File: config.mk
export PLATFORM = sky130hd
export DESIGN_NAME = spi_slave_word
export DESIGN_NICKNAME = d
export VERILOG_FILES = /design/src/rtl/spi_pkg.sv /design/src/rtl/spi_shift_reg.sv /design/src/rtl/spi_slave_word.sv
export SDC_FILE = /design/constraint.sdc
export NUM_CORES = 1
export LEC_CHECK = 0
export CAP_MARGIN = 20
export CORE_MARGIN = 2
export CORE_UTILIZATION = 50
export DETAILED_ROUTE_END_ITERATION = 8
export PLACE_DENSITY = 0.78
export SLEW_MARGIN = 20
export SYNTH_ARGS = -nofsm -noshare
export SYNTH_HDL_FRONTEND = slang
export SYNTH_HIERARCHICAL = 1
export SYNTH_SLANG_ARGS = --single-unit
File: constraint.sdc
create_clock -name sclk -period 2.3 [get_ports sclk]
set_input_delay 0.23 -clock sclk [delete_from_list [all_inputs] [get_ports sclk]]
set_output_delay 0.23 -clock sclk [all_outputs]
set_load 0.1 [all_outputs]
File: src/rtl/spi_pkg.sv
// spi_pkg: shared helpers for the word-oriented SPI slave.
// Bit-order aware shift and tap functions on a wide scratch word.
package spi_pkg;

    localparam int MAX_W = 64;
    localparam int IW    = $clog2(MAX_W);

    typedef logic [MAX_W-1:0] word_t;

    function automatic int cnt_width(input int w);
        return (w > 2) ? $clog2(w) : 1;
    endfunction

    function automatic logic first_bit(
        input word_t word,
        input int    w,
        input logic  msb_first
    );
        return msb_first ? word[IW'(w-1)] : word[0];
    endfunction

    function automatic word_t shift_out(
        input word_t word,
        input logic  msb_first
    );
        return msb_first ? (word << 1) : (word >> 1);
    endfunction

    function automatic word_t shift_in(
        input word_t word,
        input logic  b,
        input int    w,
        input logic  msb_first
    );
        word_t r;
        r = shift_out(word, msb_first);
        if (msb_first)
            r[0] = b;
        else
            r[IW'(w-1)] = b;
        return r;
    endfunction

endpackage

File: src/rtl/spi_shift_reg.sv
// spi_shift_reg: bit-order aware shift register with parallel load.
// Load and shift happen on the same edge: the loaded word is shifted once.
module spi_shift_reg
    import spi_pkg::*;
#(
    parameter int WIDTH     = 8,
    parameter bit MSB_FIRST = 1'b1
) (
    input  logic             clk,
    input  logic             rst_n,
    input  logic             load,
    input  logic             shift_en,
    input  logic             din,
    input  logic [WIDTH-1:0] pin,
    output logic [WIDTH-1:0] pout,
    output logic             sout
);

    word_t src;
    word_t nxt;

    // next value: pick load source, then shift one place
    always_comb begin
        src  = word_t'(load ? pin : pout);
        nxt  = shift_in(src, din, WIDTH, MSB_FIRST);
        sout = first_bit(word_t'(pout), WIDTH, MSB_FIRST);
    end

    // register update on enabled edges
    always_ff @(posedge clk or negedge rst_n) begin
        if (!rst_n)
            pout <= '0;
        else if (shift_en)
            pout <= WIDTH'(nxt);
    end

endmodule

File: src/rtl/spi_slave_word.sv
// spi_slave_word: full-duplex SPI slave clocked by sclk.
// Frame state is the bit counter itself: zero is IDLE, non-zero is SHIFT.
module spi_slave_word
    import spi_pkg::*;
#(
    parameter int WIDTH     = 8,
    parameter bit MSB_FIRST = 1'b1,
    parameter int CNT_W     = 16
) (
    input  logic             sclk,
    input  logic             rst_n,
    input  logic             cs_n,
    input  logic             mosi,
    input  logic [WIDTH-1:0] tx_data,
    output logic             miso,
    output logic [WIDTH-1:0] rx_data,
    output logic             rx_valid,
    output logic             frame_err,
    output logic [CNT_W-1:0] frame_cnt,
    output logic             busy
);

    localparam int CW = cnt_width(WIDTH);
    localparam logic [CW-1:0] IDLE = '0;
    localparam logic [CW-1:0] LAST = CW'(WIDTH - 1);

    logic [CW-1:0]    bit_cnt;
    logic             active;
    logic             idle;
    logic             last;
    logic [WIDTH-2:0] rx_q;
    logic             rx_sout;
    logic [WIDTH-1:0] tx_q;
    logic             tx_sout;
    logic [WIDTH-1:0] rx_word;
    logic             tx_first;

    // frame state decode and output muxing
    always_comb begin
        active   = ~cs_n;
        idle     = (bit_cnt == IDLE);
        last     = (bit_cnt == LAST);
        busy     = ~idle;
        rx_word  = MSB_FIRST ? {rx_q, mosi} : {mosi, rx_q};
        tx_first = first_bit(word_t'(tx_data), WIDTH, MSB_FIRST);
        miso     = rst_n & active & (idle ? tx_first : tx_sout);
    end

    spi_shift_reg #(
        .WIDTH     (WIDTH - 1),
        .MSB_FIRST (MSB_FIRST)
    ) u_rx (
        .clk      (sclk),
        .rst_n    (rst_n),
        .load     (1'b0),
        .shift_en (active),
        .din      (mosi),
        .pin      ('0),
        .pout     (rx_q),
        .sout     (rx_sout)
    );

    spi_shift_reg #(
        .WIDTH     (WIDTH),
        .MSB_FIRST (MSB_FIRST)
    ) u_tx (
        .clk      (sclk),
        .rst_n    (rst_n),
        .load     (idle),
        .shift_en (active),
        .din      (1'b0),
        .pin      (tx_data),
        .pout     (tx_q),
        .sout     (tx_sout)
    );

    // bit counter, receive word capture, strobes and frame count
    always_ff @(posedge sclk or negedge rst_n) begin
        if (!rst_n) begin
            bit_cnt   <= IDLE;
            rx_data   <= '0;
            rx_valid  <= 1'b0;
            frame_err <= 1'b0;
            frame_cnt <= '0;
        end else begin
            rx_valid  <= 1'b0;
            frame_err <= 1'b0;
            if (active) begin
                if (last) begin
                    bit_cnt   <= IDLE;
                    rx_data   <= rx_word;
                    rx_valid  <= 1'b1;
                    frame_cnt <= frame_cnt + CNT_W'(1);
                end else begin
                    bit_cnt <= bit_cnt + CW'(1);
                end
            end else if (!idle) begin
                bit_cnt   <= IDLE;
                frame_err <= 1'b1;
            end
        end
    end

endmodule

Word level (Yosys, flattened, before mapping). Cells that the tools add are included.

Bits in registers: 43. Logic and storage cells: 26.

Muxes and demuxes: 9. Bitwise gates (word level): 4. Equal/unequal tests: 2. Reductions and logical operators: 2. $add $sub $neg: 2.

Operators with widths (count): $add A16 B1 Y16 const B (1); $mux W3 (3); $mux W7 (1); $mux W1 (5); $add A3 B1 Y3 const B (1); $eq A3 B3 Y1 const B (1); $logic_not A3 Y1 (1); $and A1 B1 Y1 (2); $ne A2 B2 Y1 const B (1); $not A1 Y1 (2); $reduce_and A2 Y1 (1).

Depth between registers and ports, before layout. Gate-level depths: netlist (run 1).

Depth in word-level cells: 3. Gate-level depth with buffers: 8. Mapped depth without buffers: 6.

By module. Netlist (run 1), hierarchy kept.

Modules (own cells, without submodules): spi_slave_word (instances 1, area each 1242.4 um2, cells each 97); spi_shift_reg at u_tx (instances 1, area each 372.9 um2, cells each 33); spi_shift_reg at u_rx (instances 1, area each 325.3 um2, cells each 29).

Worst setup path before layout (run 1). No wires, ideal clock.

Path kind: reg2out. From: register bit_cnt[0]. To: output miso. Arrival: 1833 ps. Cell stages (with the launch flop): 6. Path slack: 237 ps. Cell sequence: dfrtp_1 inv_1 ha_1 nor2b_1 mux2_2 and3_1.

Word-level cells in the longest chain between the ends: 3.

RTL lines: start, declared (line spi_slave_word.sv:27) `logic [CW-1:0] bit_cnt;`; start signal, assigned (line spi_slave_word.sv:95) `bit_cnt <= bit_cnt + CW'(1);`; $logic_not A3 Y1 (line spi_slave_word.sv:41) `idle = (bit_cnt == IDLE);`; net idle (line spi_slave_word.sv:29) `logic idle;`; $mux W1 (line spi_slave_word.sv:46) `miso = rst_n & active & (idle ? tx_first : tx_sout);`; $and A1 B1 Y1 (line spi_slave_word.sv:46); end, declared (line spi_slave_word.sv:15) `output logic miso,`.

The timed path passes the listed nets, and every way through them passes these cells.

Worst setup path after layout (run 1). Same ends and word-level chain as after synthesis.

==> results of run 1 <==
==> worst reg2reg max path, cell delays in order (launching register included) <==
cell     delay, ns
dfrtp_1       0.40
ha_1          0.17
ha_1          0.19
nor2b_2       0.23
buf_4         0.20
and2_1        0.22
nand4_1       0.13
xnor2_1       0.15
==> per-layer routing <==
layer	track usage	wire length, um	part of all wire
met2	0.288	1700	0.51
met4	0.0587	37	0.011
met5	0	0	0
met3	0.0426	156	0.047
met1	0.221	1460	0.43
==> final cells by class <==
class / instances / area (um^2)
clock inverter: 2 / 10.0
inverter: 4 / 15.0
sequential: 44 / 1100
clock buffer: 6 / 82.6
fill: 312 / 1270
tap: 48 / 60.1
multi-input combinational: 109 / 774
timing repair buffer: 44 / 378
==> stage by stage <==
stage / setup WS (ns) / cell area, um^2 / utilization / hold WS [ns] / std cells
6_report: 0.249 / 2420 / 0.656 / 0.0191 / 257
4_1_cts: 0.236 / 2420 / 0.656 / 0.0413 / 257
3_3_place_gp: 0.576 / 2330 / 0.631 / 0.346 / 249
5_1_grt: 0.155 / 2420 / 0.656 / 0.0735 / 257
2_1_floorplan: 0.237 / 1960 / - / -0.0656 / 165
3_5_place_dp: 0.509 / 2330 / 0.631 / 0.359 / 249
==> worst min path at each step <==
| stage | end | slack (ns) | cells past startpoint | from |
|---|---|---|---|---|
| final | u_tx/pout[5]$_DFFE_PN0P_ | 0.02 | 2 | rst_n |
| after global routing | bit_cnt[1]$_DFFE_PN0P_ | 0.07 | 2 | rst_n |
| after CTS | frame_cnt[15]$_DFFE_PN0P_ | 0.04 | 2 | rst_n |
| after detailed placement | frame_cnt[15]$_DFFE_PN0P_ | 0.36 | 2 | rst_n |
| after global placement | frame_err$_DFF_PN0_ | 0.35 | 2 | rst_n |
| after floorplan | bit_cnt[0]$_DFFE_PN0P_ | -0.07 | 0 | rst_n |
==> registers in the layout, indices dropped and copies added, names as in the netlist <==
signal,cells
u_rx/pout,7
frame_err,1
u_tx/pout,8
frame_cnt,16
bit_cnt,3
rx_valid,1
rx_data,8
==> power groups by stage <==
stage / sequential (mW) / clock, mW / combinational [mW]
after detailed placement: 1.02 / 0 / 1.07
after floorplan: 1.41 / 0 / 0.417
after CTS: 1.00 / 0.497 / 1.07
final: 1.00 / 0.482 / 1.06
after global placement: 1.01 / 0 / 1.04
after global routing: 1.02 / 0.538 / 1.12
==> impl_metrics.toml, run 1 <==
[run_status]
status = "complete, no violations"

[critical_path]
r2r-start = "bit_cnt[0]$_DFFE_PN0P_"
setup.worst_path.class = "flip-flop to primary output"
worstPathMaxFanout = 4
crit_start = "bit_cnt[0]$_DFFE_PN0P_"
crit_end = "miso"
cpPeakStageDelay_ns = 0.42
cp_data_required_time_ns = 2.07
cp_num_buf_inv = 2
end_kind = "primary output"
rr_worst_depth = 7
r2r_end = "frame_cnt[9]$_DFFE_PN0P_"
path_cells = "inv_1, ha_1, nor2b_1, mux2_2, and3_1, buf_12"
crit_path_start_kind = "flip-flop"
crit_slowest_cell = "dfrtp_1"
crit_arrival_ns = 1.82
critPathTopFamily = "flip-flops"
path_depth = 6
rrSetupSlack_ns = 0.51

[detailed_routing]
drt_wl_total_mm = 3.35
wl_per_cell_um = 13.0
vias = 1283
first_iter_violations = 59
ant_nets = 0
dr.pass1.iters = 4
viasPerCell = 4.99
drc_errors = 0

[placed_design]
dp.final_hpwl_mm = 2.49
gp_congestion = 0.740
place.port_buffers = 39

[run]
max_cap_violations = 0

[floorplanning]
pin_count = 40
fp.dieArea_um2 = 4380
die_x_um = 66.2
start_util = 0.524
die_h_um = 66.2
coreArea_um2 = 3690
rows = 22

[layout]
nets = 224
layout-drive-gt1-share = 0.263
layout_commonest_cell = "dfrtp_1"
areaGrowthSynthToFinish_pct = 25.2
diodes = 0
layout_common_cells = "dfrtp_1 (44), buf_4 (31), nor2_1 (16)"

[global_route]
grtUsageTotal = 0.173
overflow = 0
antenna_found_initial = 0
grt_start_max_net_pins = 45
first_global_vias = 1300
grt_pass1_wl_mm = 5.73

[timing]
rsz0062_at_grt = "false"
fin_worst_skew_ns = 0.0117
finalSetupViolCount = 0
min_period_ns = 2.05
tns_ns = 0
hold_viol = 0
slew_violations = 0
fmax_ghz = 0.488
fin_crit_sh = 0.892
worst_slew_margin_rel = 0.642
worst_pin_slew_ns = 0.536

[cts]
cts_tree = "done"
holdBufCountCts = 0
post_cts_resized = 0
cts.sinks = 44
htree_levels = 2
clk_pin_slew_worst_paths_ns = 0.08
postCtsSetupRepairBufs = 0
numCtsBuffers = 5
clockBufferDepth = 2
clk_latency_ns = 0.29
clock_tree.root_cell = "clkbuf_8"

[power]
power.density_nw_per_um2 = 1050
ir_drop_mv = 0.670
p_sw_frac = 0.419
power.total_mw = 2.54
p_switching_mw = 1.06
clockPowerShare = 0.190
combPwrFrac = 0.416
intPower_mw = 1.48
sequentialPowerShare = 0.394
p_leak_nw = 1.22

[yosys]
netlist_area_um2 = 1930
syn-mean-instance-area_um2 = 12.2
syn_inst = 158
ys_warn_count = 6

[hold_path]
holdCritPathClass = "primary input to asynchronous set/reset pin"
(Power assumes the default switching activity.)
==> run 2, diff against run 1 <==
--- a/config.mk
+++ b/config.mk
@@ -6,7 +6,6 @@
 export NUM_CORES = 1
 export LEC_CHECK = 0
 export CAP_MARGIN = 20
-export CORE_MARGIN = 2
 export CORE_UTILIZATION = 50
 export DETAILED_ROUTE_END_ITERATION = 8
 export PLACE_DENSITY = 0.78
==> impl_metrics.toml, run 2 (same netlist as run 1, synthesis figures left out) <==
[run_status]
status = "complete, no violations"

[floorplanning]
pin_count = 40
start_util = 0.524
die_h_um = 64.2
coreArea_um2 = 3690
die_x_um = 64.2
fp.dieArea_um2 = 4120
rows = 22

[critical_path]
path_cells = "inv_1, ha_1, nor2b_1, mux2_2, and3_1, buf_12"
rrSetupSlack_ns = 0.40
setup.worst_path.class = "flip-flop to primary output"
end_kind = "primary output"
crit_path_start_kind = "flip-flop"
r2r-start = "bit_cnt[0]$_DFFE_PN0P_"
cp_data_required_time_ns = 2.07
r2r_end = "frame_cnt[14]$_DFFE_PN0P_"
crit_arrival_ns = 1.82
rr_worst_depth = 6
crit_slowest_cell = "dfrtp_1"
cpPeakStageDelay_ns = 0.39
worstPathMaxFanout = 2

[layout]
register_area_um2 = 1100
layout-drive-gt1-share = 0.256
design_area_um2 = 2420
diodes = 0
areaGrowthSynthToFinish_pct = 25.0
layout_common_cells = "dfrtp_1 (44), buf_4 (30), nor2_1 (16)"
fillCellCount = 302
multi_input_area_um2 = 774
largest_reg_flops = 16
regMostFlops = "frame_cnt"
layout_commonest_cell = "dfrtp_1"
reg.largest.list = "frame_cnt (16), rx_data (8), u_tx/pout (8)"
nets = 223

[timing]
min_period_ns = 2.05
worst_pin_slew_ns = 0.535
tns_ns = 0
hold_viol = 0
fin_worst_skew_ns = 0.00812
finalSetupViolCount = 0
worst_slew_margin_rel = 0.643
slew_violations = 0
fin_crit_sh = 0.890
rsz0062_at_grt = "false"
fmax_ghz = 0.488

[detailed_routing]
vias = 1252
wl_per_cell_um = 13.1
dr.pass1.iters = 3
drt_wl_total_mm = 3.33
ant_nets = 0
viasPerCell = 4.91
drc_errors = 0
first_iter_violations = 37

[placed_design]
dp.final_hpwl_mm = 2.44
place.port_buffers = 39
gp_congestion = 0.782
postPlaceCellArea_um2 = 2320

[global_route]
grt_pass1_wl_mm = 5.85
antenna_found_initial = 0
grtUsageTotal = 0.185
grt_start_max_net_pins = 45
overflow = 0
first_global_vias = 1297

[cts]
post_cts_resized = 0
htree_levels = 2
clockBufferDepth = 2
cts_tree = "done"
clk_latency_ns = 0.29
clk_pin_slew_worst_paths_ns = 0.08
holdBufCountCts = 0
cts.sinks = 44
postCtsSetupRepairBufs = 0
clock_tree.root_cell = "clkbuf_8"
numCtsBuffers = 5

[power]
power.density_nw_per_um2 = 1060
ir_drop_mv = 0.646
p_leak_nw = 1.21

[hold_path]
holdCritPathClass = "primary input to asynchronous set/reset pin"

[run]
max_cap_violations = 0
==> run 2: how the worst max path moves through the flow <==
stage / startpoint / to / slack [ns] / cells after the start
floorplan: bit_cnt[0]$_DFFE_PN0P_ / miso / 0.24 / 5
global placement: cs_n / frame_cnt[12]$_DFFE_PN0P_ / 0.48 / 5
detailed placement: cs_n / frame_cnt[14]$_DFFE_PN0P_ / 0.37 / 5
CTS: bit_cnt[1]$_DFFE_PN0P_ / miso / 0.22 / 6
global route: bit_cnt[1]$_DFFE_PN0P_ / miso / 0.15 / 6
finish: bit_cnt[1]$_DFFE_PN0P_ / miso / 0.25 / 6
==> run 2: stage by stage <==
step	worst slack, ns	std cells	hold WS [ns]	total power, mW	util
after global routing	0.151	255	0.0648	2.68	0.655
after detailed placement	0.373	248	0.345	2.08	0.629
after CTS	0.224	255	0.0353	2.59	0.655
after floorplan	0.237	165	-0.0656	1.83	-
after global placement	0.480	248	0.338	2.05	0.629
final	0.253	255	0.0226	2.56	0.655
==> run 2: cell type report <==
cell class,instances,share of cell area
Sequential cell,44,0.455
Multi-Input combinational cell,109,0.320
Timing Repair Buffer,43,0.153
Clock buffer,7,0.0399
Tap cell,48,0.0248
Inverter,4,0.00621
==> run 2: worst max-delay path, delay by kind of cell, from the launching register on <==
family	cells	cell delay, ns
mux	1	0.35
flops	1	0.39
buf+inv	2	0.26
fa+ha+maj	1	0.13
simple gates	2	0.40
==> run 2: layer usage <==
metal | track usage | share of wire | vias to the layer above
li1 | - | - | 626
met2 | 0.314 | 0.50 | 23
met5 | 0 | 0 | -
met1 | 0.229 | 0.45 | 599
met3 | 0.0411 | 0.039 | 4
met4 | 0.0750 | 0.011 | 0
==> run 2: power breakdown <==
group          switching [mW]  total (mW)  leakage [nW]  internal, mW
Combinational           0.738        1.06         0.601         0.322
Sequential             0.0857        1.00         0.562         0.915
Clock                   0.232       0.499        0.0503         0.267
